===== src/rtl/bus_write_drain_pkg.sv =====
// Shared layout of the write-drain FIFO entry: default widths, field positions and
// the drain FSM encoding, used by the FIFO, its writer and the drain block.
package bus_write_drain_pkg;

  localparam int DWIDTH_DEF = 40;
  localparam int AWIDTH_DEF = 24;

  // Entry layout: address in the upper AWIDTH bits, data in the remaining low bits.
  function automatic int addr_msb(input int dw);
    return dw - 1;
  endfunction

  function automatic int addr_lsb(input int dw, input int aw);
    return dw - aw;
  endfunction

  function automatic int data_msb(input int dw, input int aw);
    return dw - aw - 1;
  endfunction

  typedef enum logic {
    ST_IDLE = 1'b0,
    ST_REQ  = 1'b1
  } state_e;

endpackage


===== src/rtl/bus_write_drain.sv =====
// Pops write entries from an upstream FIFO and issues each as one bus write,
// abandoning (and flagging) any write not acknowledged within TIMEOUT cycles.
module bus_write_drain
  import bus_write_drain_pkg::*;
#(
  parameter int DWIDTH  = DWIDTH_DEF,
  parameter int AWIDTH  = AWIDTH_DEF,
  parameter int TIMEOUT = 255
) (
  input  logic                     clk,
  input  logic                     reset_n,
  input  logic                     enable,
  input  logic                     fifo_empty,
  input  logic [DWIDTH-1:0]        fifo_rd_data,
  output logic                     fifo_rd,
  output logic [AWIDTH-1:0]        bus_addr,
  output logic [DWIDTH-AWIDTH-1:0] bus_data,
  output logic                     bus_req,
  input  logic                     bus_ack,
  output logic                     busy,
  output logic                     timeout_err,
  input  logic                     err_clr,
  output logic [15:0]              xfer_count
);

  localparam int ADDR_MSB = addr_msb(DWIDTH);
  localparam int ADDR_LSB = addr_lsb(DWIDTH, AWIDTH);
  localparam int DATA_MSB = data_msb(DWIDTH, AWIDTH);
  localparam int TW       = (TIMEOUT > 1) ? $clog2(TIMEOUT) : 1;
  localparam logic [TW-1:0] TMO_LAST = TW'(TIMEOUT - 1);

  state_e                   state_q, state_d;
  logic                     req_q, req_d;
  logic [AWIDTH-1:0]        addr_q, addr_d;
  logic [DWIDTH-AWIDTH-1:0] data_q, data_d;
  logic                     err_q, err_d;
  logic [15:0]              xfer_count_q, xfer_count_d;
  logic [TW-1:0]            tmo_q, tmo_d;
  logic                     pop;

  // Pop is suppressed while reset is held so the FIFO never advances under reset.
  assign pop = reset_n & (state_q == ST_IDLE) & enable & ~fifo_empty;

  always_comb begin
    state_d      = state_q;
    req_d        = req_q;
    addr_d       = addr_q;
    data_d       = data_q;
    err_d        = err_q & ~err_clr;
    xfer_count_d = xfer_count_q;
    tmo_d        = tmo_q;
    case (state_q)
      ST_IDLE: begin
        if (pop) begin
          state_d = ST_REQ;
          req_d   = 1'b1;
          addr_d  = fifo_rd_data[ADDR_MSB:ADDR_LSB];
          data_d  = fifo_rd_data[DATA_MSB:0];
          tmo_d   = '0;
        end
      end
      ST_REQ: begin
        // An ack in the final allowed cycle still counts as a completed write.
        if (bus_ack) begin
          state_d      = ST_IDLE;
          req_d        = 1'b0;
          xfer_count_d = xfer_count_q + 16'd1;
        end else if (tmo_q == TMO_LAST) begin
          state_d = ST_IDLE;
          req_d   = 1'b0;
          err_d   = 1'b1;
        end else begin
          tmo_d = tmo_q + TW'(1);
        end
      end
      default: begin
        state_d = ST_IDLE;
        req_d   = 1'b0;
      end
    endcase
  end

  always_ff @(posedge clk or negedge reset_n) begin
    if (!reset_n) begin
      state_q      <= ST_IDLE;
      req_q        <= 1'b0;
      addr_q       <= '0;
      data_q       <= '0;
      err_q        <= 1'b0;
      xfer_count_q <= '0;
      tmo_q        <= '0;
    end else begin
      state_q      <= state_d;
      req_q        <= req_d;
      addr_q       <= addr_d;
      data_q       <= data_d;
      err_q        <= err_d;
      xfer_count_q <= xfer_count_d;
      tmo_q        <= tmo_d;
    end
  end

  assign fifo_rd     = pop;
  assign bus_addr    = addr_q;
  assign bus_data    = data_q;
  assign bus_req     = req_q;
  assign busy        = (state_q != ST_IDLE);
  assign timeout_err = err_q;
  assign xfer_count  = xfer_count_q;

endmodule


===== config.mk =====
export PLATFORM = sky130hd
export DESIGN_NAME = bus_write_drain
export DESIGN_NICKNAME = d
export VERILOG_FILES = /design/src/rtl/bus_write_drain_pkg.sv /design/src/rtl/bus_write_drain.sv
export SDC_FILE = /design/constraint.sdc
export NUM_CORES = 1
export LEC_CHECK = 0
export BUFFER_PORTS_ARGS = -buffer_cell sky130_fd_sc_hd__buf_4
export CAP_MARGIN = 10
export CELL_PAD_IN_SITES_DETAIL_PLACEMENT = 0
export CELL_PAD_IN_SITES_GLOBAL_PLACEMENT = 1
export CORE_ASPECT_RATIO = 0.5
export CORE_MARGIN = 2
export CORE_UTILIZATION = 38
export CTS_CLUSTER_DIAMETER = 50
export DETAILED_ROUTE_END_ITERATION = 8
export PLACE_DENSITY = 0.77
export RECOVER_POWER = 25
export SYNTH_ARGS = -nofsm -noshare
export SYNTH_HDL_FRONTEND = slang
export SYNTH_SLANG_ARGS = --single-unit

===== constraint.sdc =====
create_clock -name clk -period 2.2 [get_ports clk]
set_clock_uncertainty 0.2 [all_clocks]
set_input_delay 0.33 -clock clk [delete_from_list [all_inputs] [get_ports clk]]
set_output_delay 0.33 -clock clk [all_outputs]
set_load 0.1 [all_outputs]

==> out/metrics.cfg, run 1 <==
[outcome]
outcome=finished, violations left
failed_checks=max-capacitance violations, max-slew violations

[worst_setup_path]
critical_path_class=register to output pin
cp-start-kind=register
cp_slowest_cell=dfrtp_2
critical-path-max-stage-delay_ns=0.50
crit_required_ns=1.67
crit_arrival_ns=1.57
crit_chain=nor4bb_4 -> buf_6
cp_max_fo=14
crit_buf_inv=1
cp-end-kind=output pin
crit_family=flip-flops

[final_layout]
fin_area_um2=4030
fin_util_pct=55.7
layout_commonest_cell=buf_4
layout-drive-gt1-share_pct=54.6
mostFrequentLayoutCells=buf_4 (105), dfrtp_1 (62), mux2_2 (41)
area_growth_pct=44.1
antenna_cells=0
nets=370
fin_cells=422

[floorplanning]
die_area_um2=8100
io_pins=106
core_area_um2=7240
die_x_um=125
die_y_um=64.7
start_util_pct=38.6
rows=22

[route]
viasPerCell=4.82
vias=2034
wl_per_cell_um=14.0
wirelength_um=5890
first_pass_iters=4
drt_iter0_markers=113
ant_nets=0
drc=0

[cts]
cts_sinks=67
clockBufferDepth=2
cts.clk_slew.worst_paths_ns=0.05
cts_tree=yes
postCtsSetupRepairBufs=0
htreeDepth=3
clk_latency_ns=0.32
numCtsBuffers=9
cts-root-buf=clkbuf_16

[pwr]
max-vdd-ir-drop_uv=614
power.switching_w=0.00248
comb_power_share_pct=43.2
p_int_w=0.00291
swShare_pct=46.0
pwr-share-seq_pct=30.5
p_per_area_nw_per_um2=1340
power.leakage_nw=1.92
clkPwrFrac_pct=26.3

[placed_design]
dp_hpwl_um=4300
dpl_cell_area_um2=3710
place_congestion=0.788
place_inst=405
numPortBuffers=105

[timing]
timing.slew.headroom_pct=-8.26
whs_ns=0.0378
max_freq_mhz=477
setup_viol_count_final=0
fin_crit_sh_pct=95.2
min_period_ns=2.10
final_max_slew_viol_count=68
worstMarginPinSlew_ns=1.62
tns_ns=0
rsz0062_at_grt=false
final-hold-violation-count=0

[global_routing]
antenna_found_initial=0
grt.total_usage_pct=15.0
overflow=0
grt_pass1_wl_um=9630
grt_pass1_vias=1956
met2_usage_pct=25.0
met1_usage_pct=18.7
grtUsageMet3_pct=5.12
top_usage_layer=met2
grt_max_degree=68

[synthesis]
ys_async_sr_fraction_pct=100
seq_area_frac_synth_pct=60.0
synthCells=209
syn_area_um2=2800
synth.avg_cell_area_um2=13.4
synth_edf_count=0
synthFlopType=dfrtp_1
syn_nets=258
yosysWarningCount=0
synth_cell_types=36
synth_seq_cells=67

[min_path]
hold_path_class=input pin to register

[job]
cap_viol_max_count=1

==> final cells by class <==
class / instances / area (um^2)
well taps: 96 / 120
flip-flops and latches: 67 / 1680
multi-input cells: 126 / 1050
clock buffers: 13 / 260
inverters: 8 / 30.0
repair buffers: 109 / 835
fillers: 612 / 3210
clock inverters: 3 / 46.3
==> final timing paths <==
check | from | end | slack, ns | cells past startpoint
min in group asynchronous | reset_n | tmo_q[3] | 0.33 | 2
worst min register to register | xfer_count[7] | xfer_count[7] | 0.28 | 1
worst max-delay path | busy | fifo_rd | 0.10 | 2
max in group asynchronous | reset_n | xfer_count[5] | 0.41 | 2
worst min-delay path | fifo_rd_data[39] | bus_addr[23] | 0.04 | 2
worst max register to register | busy | bus_addr[7] | 0.25 | 3
==> power groups by stage <==
stage	Clock (W)	Combinational [W]	Sequential (W)
4_1_cts	0.00147	0.00235	0.00164
6_report	0.00142	0.00233	0.00164
3_3_place_gp	0	0.00232	0.00165
5_1_grt	0.00151	0.00239	0.00168
2_1_floorplan	0	0.000289	0.00317
3_5_place_dp	0	0.00234	0.00166
==> sequential cells by signal, summed over array words and instances (netlist names) <==
signal and count:
bus_addr 24, bus_data 16, xfer_count 16, tmo_q 8, bus_req 1, busy 1, timeout_err 1
==> repair_timing <==
item,CTS,global route
endpoints found under the hold margin,1,0
hold buffers,1,0
endpoints found under the setup margin,0,1
resized for setup,0,1
==> synth_stat cells, drive strengths merged, types with 2 or more instances <==
| library cell | n | area share [%] |
|---|---|---|
| and2 | 2 | 0.45 |
| nor2 | 10 | 1.6 |
| o21ai | 5 | 0.89 |
| buf | 8 | 1.8 |
| xnor2 | 5 | 1.6 |
| nor3 | 3 | 0.89 |
| nand4 | 6 | 1.6 |
| nand2 | 8 | 1.1 |
| nor4 | 2 | 0.67 |
| xor2 | 10 | 3.1 |
| nand3 | 9 | 1.6 |
| ha | 3 | 1.3 |
| inv | 8 | 1.1 |
| a41oi | 2 | 0.63 |
| a21oi | 3 | 0.54 |
| dfrtp | 67 | 60 |
| or2 | 2 | 0.45 |
| mux2 | 41 | 17 |
| a31oi | 3 | 0.67 |
==> cell families (layout without fill, tap and decap cells) <==
family | count (synthesis) | after routing | share of synthesized area (%)
xor gates and xnor gates | 15 | 15 | 4.70
muxes | 41 | 41 | 16.5
buffers and inverters | 16 | 133 | 2.86
DFF | 67 | 67 | 60.0
adders and majority gates | 3 | 3 | 1.34
AOI/OAI and AO/OA | 19 | 19 | 4.61
and+or+nand+nor | 48 | 48 | 10.0
==> routing by layer <==
metal  up-vias  share of wire, %
met4         0               1.2
met2        59                52
met3         9               5.0
li1        960                 -
met1      1006                42
met5         -                 0
==> stage by stage <==
step,total power (W),setup slack (ns)
after detailed placement,0.00401,0.292
after CTS,0.00546,0.0231
after global placement,0.00397,0.326
after floorplan,0.00346,0.0216
after global routing,0.00559,0.00940
final,0.00539,0.105
No activity file was read; power rests on OpenSTA's default activity.
==> run 2, diff against run 1 <==
--- a/config.mk
+++ b/config.mk
@@ -5,16 +5,17 @@
 export SDC_FILE = /design/constraint.sdc
 export NUM_CORES = 1
 export LEC_CHECK = 0
+export ABC_AREA = 1
+export ABC_CLOCK_PERIOD_IN_PS = 2200
 export BUFFER_PORTS_ARGS = -buffer_cell sky130_fd_sc_hd__buf_4
 export CAP_MARGIN = 10
 export CELL_PAD_IN_SITES_DETAIL_PLACEMENT = 0
 export CELL_PAD_IN_SITES_GLOBAL_PLACEMENT = 1
 export CORE_ASPECT_RATIO = 0.5
-export CORE_MARGIN = 2
-export CORE_UTILIZATION = 38
+export CORE_UTILIZATION = 36
 export CTS_CLUSTER_DIAMETER = 50
 export DETAILED_ROUTE_END_ITERATION = 8
-export PLACE_DENSITY = 0.77
+export PLACE_DENSITY = 0.78
 export RECOVER_POWER = 25
 export SYNTH_ARGS = -nofsm -noshare
 export SYNTH_HDL_FRONTEND = slang
==> run 2 against run 1 <==
  * The run now ends clean
  * Clock-buffer cell count up 2
  * Critical path type unchanged
  * Critical endpoint unchanged
  * Final cell count up 45%
  * Routed wire length up 27%
  * Largest cell class unchanged
  * Area after synthesis up 7.2%
  * Power down 5.4%
  * Setup slack better by 0.28 ns
  * Clock power up 4%
==> out/metrics.cfg, run 2 <==
[global_routing]
grt_max_degree=68  ; unchanged
grt_pass1_vias=2483  ; +27%
grt_pass1_wl_um=12000  ; +25%
antenna_found_initial=0  ; unchanged
overflow=0  ; unchanged
grt.total_usage_pct=18.4  ; +3.4 points

[placed_design]
numPortBuffers=105  ; unchanged
place_congestion=0.774  ; -1.7%
dpl_cell_area_um2=3900  ; +5.0%
dp_hpwl_um=4790  ; +11%

[cts]
postCtsSetupRepairBufs=0  ; unchanged
cts_tree=yes
cts_resized=0  ; unchanged
clockBufferDepth=2  ; unchanged
cts-root-buf=clkbuf_16
htreeDepth=3  ; unchanged
numCtsBuffers=9  ; unchanged
cts.clk_slew.worst_paths_ns=0.05  ; about the same
clk_latency_ns=0.32  ; about the same
cts_sinks=67  ; unchanged

[route]
routed.top_layer=met4
wl_met1_um=3430  ; +38%
wirelength_um=7480  ; +27%
wl_per_cell_um=12.2  ; -13%
first_pass_iters=4  ; unchanged
drt_iter0_markers=168  ; +49%
viasPerCell=4.31  ; -11%
drc=0  ; unchanged
wl_met2_um=3640  ; +20%
vias=2647  ; +30%
ant_nets=0  ; unchanged
route.met3.wl_um=243  ; -17%

[worst_setup_path]
crit_required_ns=1.67  ; about the same
critical_path_class=register to output pin
cp-start-kind=register
regToRegSetupSlack_ns=0.58  ; +0.33 ns
cp_max_fo=4  ; -10
regToRegStartpoint=tmo_q[0]
cp-end-kind=output pin
reg2reg_depth=9  ; +6
r2r_end=tmo_q[5]
crit_arrival_ns=1.28  ; -0.29 ns

[synthesis]
synthFlopType=dfrtp_1
synthTopCellsByCount=nand2_1 (178), dfrtp_1 (67), inv_1 (22)
syn_nets=400  ; +55%
seq_area_frac_synth_pct=55.9  ; -4.1 points
synth_top_cell_area_share_pct=55.9  ; -4.1 points
synthCells=351  ; +68%
yosysWarningCount=0  ; unchanged
synth_seq_cells=67  ; unchanged
ys_async_sr_fraction_pct=100  ; unchanged
yosys-top-cells-area=dfrtp_1 (56%), nand2_1 (22%), inv_1 (2.8%)
syn_area_um2=3000  ; +7.2%
synth_cell_types=25  ; -31%
synth.avg_cell_area_um2=8.54  ; -36%
yosys.area.top_type=dfrtp_1
synth.most_common_cell=nand2_1
synth_edf_count=0  ; unchanged

[floorplanning]
die_y_um=66.5  ; +2.9%
core_area_um2=8030  ; +11%
io_pins=106  ; unchanged
rows=23  ; +4.5%
die_x_um=131  ; +4.6%
start_util_pct=37.4  ; -1.3 points
die_area_um2=8720  ; +7.6%

[final_layout]
antenna_cells=0  ; unchanged
area_growth_pct=51.7
largest_reg_flops=24  ; unchanged
layout-drive-gt1-share_pct=27.7  ; -27 points
nets=546  ; +48%
fillers=721  ; +18%
mostFrequentLayoutCells=nand2_1 (178), buf_4 (108), dfrtp_1 (67)
layout_commonest_cell=nand2_1
fin_area_um2=4550  ; +13%

[timing]
tns_ns=0  ; unchanged
worstMarginPinSlew_ns=0.849  ; -0.775 ns
setup_viol_count_final=0  ; unchanged
max_freq_mhz=552  ; +16%
final_max_slew_viol_count=0  ; -100%
fin_crit_sh_pct=82.3  ; -13 points
rsz0062_at_grt=false
timing.slew.headroom_pct=43.4  ; +52 points
min_period_ns=1.81  ; -0.285 ns
final-hold-violation-count=0  ; unchanged

[outcome]
outcome=completed

[pwr]
power.leakage_nw=2.49  ; +29%
max-vdd-ir-drop_uv=522  ; -15%
p_per_area_nw_per_um2=1120  ; -16%

[min_path]
hold_path_class=input pin to register
min_to=bus_data[2]
min_delay_path_depth=3  ; +1
hp-start=fifo_rd_data[2]

[job]
cap_viol_max_count=0  ; -1

[run 2: cell types whose count changed in the layout (fill, tap and decap cells not counted), sizes merged, moves of 2 or more]
| cell | before | now |
|---|---|---|
| inv | 8 | 25 |
| nand3 | 9 | 15 |
| nor4 | 2 | 0 |
| mux2 | 41 | 0 |
| nand4 | 6 | 4 |
| a31oi | 3 | 0 |
| a41oi | 2 | 0 |
| or2 | 2 | 0 |
| nor2 | 10 | 23 |
| clkbuf | 14 | 16 |
| xor2 | 10 | 6 |
| nand2 | 8 | 184 |
| and2 | 2 | 0 |
| dlygate4sd3 | 1 | 35 |
[run 2: how the worst max path moves through the flow]
stage | cells after the start | slack [ns] | endpoint | from
after floorplan | 5 | 0.04 | fifo_rd | busy
after global placement | 9 | 0.62 | tmo_q[5] | tmo_q[0]
after detailed placement | 9 | 0.57 | tmo_q[5] | tmo_q[0]
after CTS | 4 | 0.36 | fifo_rd | busy
after global routing | 4 | 0.33 | fifo_rd | busy
final | 4 | 0.39 | fifo_rd | busy
[run 2: area by class of cell]
class                           count  area (um^2)  area share (%)
Inverter                           25         93.8            2.06
Timing Repair Buffer              144         1160            25.6
Clock buffer                       15          278            6.10
Multi-Input combinational cell    250         1170            25.7
Sequential cell                    67         1680            36.8
Tap cell                          112          140            3.08
Clock inverter                      1         30.0           0.660
[run 2: what timing repair did]
action                     CTS  global route
hold endpoints to repair    35             0
setup endpoints to repair    0             0
hold buffers                35             0
[run 2: cell families after synthesis]
group / after synthesis / share of synthesized area, %
AO/OA/AOI/OAI: 6 / 1.00
adder cells (fa/ha/maj): 3 / 1.25
buffers and inverters: 34 / 5.17
XOR/XNOR: 11 / 3.21
flip-flops: 67 / 55.9
AND/OR/NAND/NOR: 230 / 33.5
[run 2: worst max-delay path, cell delays in order (launching register included)]
cell	delay, ns
dfrtp_1	0.40
nor2_4	0.13
nand2_4	0.08
inv_2	0.06
buf_4	0.28
[run 2: per-stage QoR]
stage	instances	hold WS, ns	total power, W	util, %	worst slack (ns)
after floorplan	351	-0.166	0.00313	-	0.0363
after global placement	563	0.264	0.00360	48.5	0.621
after detailed placement	563	0.266	0.00361	48.5	0.565
after CTS	614	0.00114	0.00515	56.7	0.363
after global routing	614	0.0187	0.00530	56.7	0.330
final	614	0.0103	0.00510	56.7	0.389
[run 2: metal layers]
layer | track usage (%) | up-vias
li1 | - | 1360
met1 | 22.6 | 1221
met2 | 30.8 | 50
met3 | 5.30 | 16
met4 | 7.33 | 0
met5 | 0 | -
[run 2: power by group]
group | switching [W] | leakage [nW] | internal [W]
sequential | 0.000129 | 0.853 | 0.00142
clock | 0.000495 | 0.150 | 0.000971
combinational | 0.00166 | 1.48 | 0.000428
total | 0.00228 | 2.49 | 0.00282
==> run 3, diff against run 2 <==
--- a/config.mk
+++ b/config.mk
@@ -6,16 +6,16 @@
 export NUM_CORES = 1
 export LEC_CHECK = 0
 export ABC_AREA = 1
-export ABC_CLOCK_PERIOD_IN_PS = 2200
+export ABC_CLOCK_PERIOD_IN_PS = 1500
 export BUFFER_PORTS_ARGS = -buffer_cell sky130_fd_sc_hd__buf_4
 export CAP_MARGIN = 10
 export CELL_PAD_IN_SITES_DETAIL_PLACEMENT = 0
 export CELL_PAD_IN_SITES_GLOBAL_PLACEMENT = 1
 export CORE_ASPECT_RATIO = 0.5
-export CORE_UTILIZATION = 36
+export CORE_UTILIZATION = 32
 export CTS_CLUSTER_DIAMETER = 50
 export DETAILED_ROUTE_END_ITERATION = 8
-export PLACE_DENSITY = 0.78
+export PLACE_DENSITY = 0.73
 export RECOVER_POWER = 25
 export SYNTH_ARGS = -nofsm -noshare
 export SYNTH_HDL_FRONTEND = slang
==> constraint.sdc (replaced) <==
create_clock -name clk -period 1.5 [get_ports clk]
set_clock_uncertainty 0.2 [all_clocks]
set_input_delay 0.225 -clock clk [delete_from_list [all_inputs] [get_ports clk]]
set_output_delay 0.225 -clock clk [all_outputs]
set_load 0.1 [all_outputs]
==> run 3 against run 2 <==
  * Core utilization is 1.5 points higher
  * Sequential power is 50% higher
  * Register-to-register slack worse by 0.65 ns
  * Combinational power is 55% higher
  * Largest cell class unchanged
  * Final cell count is 6.5% higher
  * Clock power is 41% higher
  * Worst hold slack better by 0.089 ns
  * Sequential share of layout area is 3.5 points lower
  * Global-route usage is 0.77 points lower
  * Largest power group unchanged
  * Via count is 6.2% higher
  * The run now ends with negative setup slack left
  * Clock-buffer cell count is 6 lower
==> out/metrics.cfg, run 3 (synthesized netlist as in run 2, its figures left out) <==
[route]
wirelength_um=8210  ; +9.7%
ant_nets=0  ; unchanged
first_pass_iters=6  ; +2
vias=2810  ; +6.2%
viasPerCell=4.30  ; -0.33%
wl_per_cell_um=12.5  ; +3.0%
drc=0  ; unchanged
drt_iter0_markers=110  ; -35%

[min_path]
min_to=busy
min_delay_path_depth=4  ; +1
hold_path_class=input pin to register
hp-start=bus_ack

[floorplanning]
io_pins=106  ; unchanged
die_area_um2=9790  ; +12%
die_x_um=139  ; +6.0%
rows=24  ; +4.3%
core_area_um2=8890  ; +11%
die_y_um=70.5  ; +5.9%
start_util_pct=33.7  ; -3.6 points

[pwr]
power.leakage_nw=2.70  ; +8.7%
p_per_area_nw_per_um2=1480  ; +32%
total_power_w=0.00763  ; +50%
max-vdd-ir-drop_uv=762  ; +46%

[cts]
numCtsBuffers=9  ; unchanged
clockBufferDepth=2  ; unchanged
cts.clk_slew.worst_paths_ns=0.05  ; about the same
htreeDepth=3  ; unchanged
cts_sinks=67  ; unchanged
cts_tree=yes
clk_latency_ns=0.33  ; about the same
cts-root-buf=clkbuf_16

[final_layout]
nets=581  ; +6.4%
layout-drive-gt1-share_pct=38.4  ; +11 points
fin_util_pct=58.1  ; +1.5 points
antenna_cells=0  ; unchanged
layout_commonest_cell=nand2_1
largest_reg_flops=24  ; unchanged
mostFrequentLayoutCells=nand2_1 (172), buf_4 (115), dfrtp_1 (51)
fillers=796  ; +10%
area_growth_pct=72.3

[global_routing]
antenna_found_initial=0  ; unchanged
grt.total_usage_pct=17.6  ; -0.77 points
grt_pass1_wl_um=13500  ; +12%
overflow=0  ; unchanged
grt_max_degree=68  ; unchanged
grt_pass1_vias=2810  ; +13%

[worst_setup_path]
crit_buf_inv=2  ; unchanged
crit_arrival_ns=1.21  ; -0.07 ns
critical_path_class=register to output pin
crit_chain=nor2_4 -> nand2_4 -> clkinv_4 -> buf_12
r2r_end=xfer_count[10]
cp-end-kind=output pin
cp_slowest_cell=dfrtp_4
reg2reg_depth=8  ; -1
cp-start-kind=register
crit_family=flip-flops
regToRegSetupSlack_ns=-0.07  ; -0.65 ns
crit_required_ns=1.07  ; -0.60 ns
regToRegStartpoint=busy
critical-path-max-stage-delay_ns=0.49  ; +0.09 ns
cp_max_fo=3  ; -1

[timing]
timing.slew.headroom_pct=58.6  ; +15 points
max_freq_mhz=611
final_max_slew_viol_count=0  ; unchanged
setup_viol_count_final=18  ; +18
rsz0062_at_grt=true
final-hold-violation-count=0  ; unchanged
fin_crit_sh_pct=109
worst_slack_ns=-0.137  ; -0.527 ns
worstMarginPinSlew_ns=0.621  ; -0.228 ns
min_period_ns=1.64

[placed_design]
numPortBuffers=105  ; unchanged
place_congestion=0.771  ; -0.36%
dp_hpwl_um=5080  ; +6.1%

[outcome]
failed_checks=negative setup slack
outcome=finished, violations left

[job]
cap_viol_max_count=0  ; unchanged

run 3: cell types whose count changed in the layout (fill, tap and decap cells not counted), sizes merged:
cell         before  now
inv              25   24
clkinv            0    5
nand3            15   16
clkinvlp          0    2
buf             108  134
clkbuf           16   11
dlygate4sd3      35   42
run 3: repair_timing:
item	4_1_cts	5_1_grt
hold buffers	42	0
resized for setup	33	22
hold endpoints to repair	108	0
buffers inserted	3	4
pin swaps	7	5
endpoints found under the setup margin	20	62
cloned	1	1
run 3: per-stage QoR:
step                      cells  hold slack, ns  setup slack [ns]  area [um^2]  TNS (ns)
after floorplan             351          -0.271            -0.190         3090     -7.14
after global placement      587          0.0853           -0.0109         4150   -0.0214
after detailed placement    587          0.0871           -0.0610         4150    -0.336
after CTS                   649           0.122            -0.171         5030     -1.20
after global routing        654           0.112            -0.175         5170     -2.07
final                       654          0.0991            -0.137         5170    -0.572
run 3: worst max-delay path by stage:
stage	cells after the start	startpoint	end
after floorplan	7	busy	xfer_count[10]
after global placement	9	tmo_q[0]	tmo_q[5]
after detailed placement	9	tmo_q[0]	tmo_q[7]
after CTS	4	busy	fifo_rd
after global routing	4	busy	fifo_rd
final	4	busy	fifo_rd
run 3: report_power, final:
part	internal (W)	total (W)	switching, W	leakage, nW
Combinational	0.000759	0.00324	0.00248	1.73
Clock	0.00128	0.00207	0.000791	0.141
Sequential	0.00211	0.00232	0.000210	0.830
Total	0.00415	0.00763	0.00348	2.70
run 3: worst reg2reg max path: stages (launching register included):
cell     delay [ns]
dfrtp_4        0.43
buf_4          0.13
buf_12         0.10
nand2_8        0.07
nor2_8         0.11
nand2_4        0.08
nor2_8         0.14
nand2_2        0.07
xor2_1         0.14
run 3: routing by layer:
metal / share of wire [%] / track usage (%) / vias to the layer above
li1: - / - / 1439
met1: 44 / 21.1 / 1305
met2: 50 / 30.2 / 50
met3: 3.4 / 5.01 / 16
met4: 2.2 / 7.16 / 0
met5: 0 / 0 / -
run 3: area by class of cell:
| cell class | instances | area [um^2] | area share [%] |
|---|---|---|---|
| sequential | 67 | 1720 | 33.4 |
| timing repair buffer | 178 | 1580 | 30.6 |
| multi-input combinational | 251 | 1320 | 25.5 |
| clock buffer | 9 | 225 | 4.36 |
| tap | 117 | 146 | 2.83 |
| inverter | 25 | 101 | 1.96 |
| clock inverter | 7 | 68.8 | 1.33 |
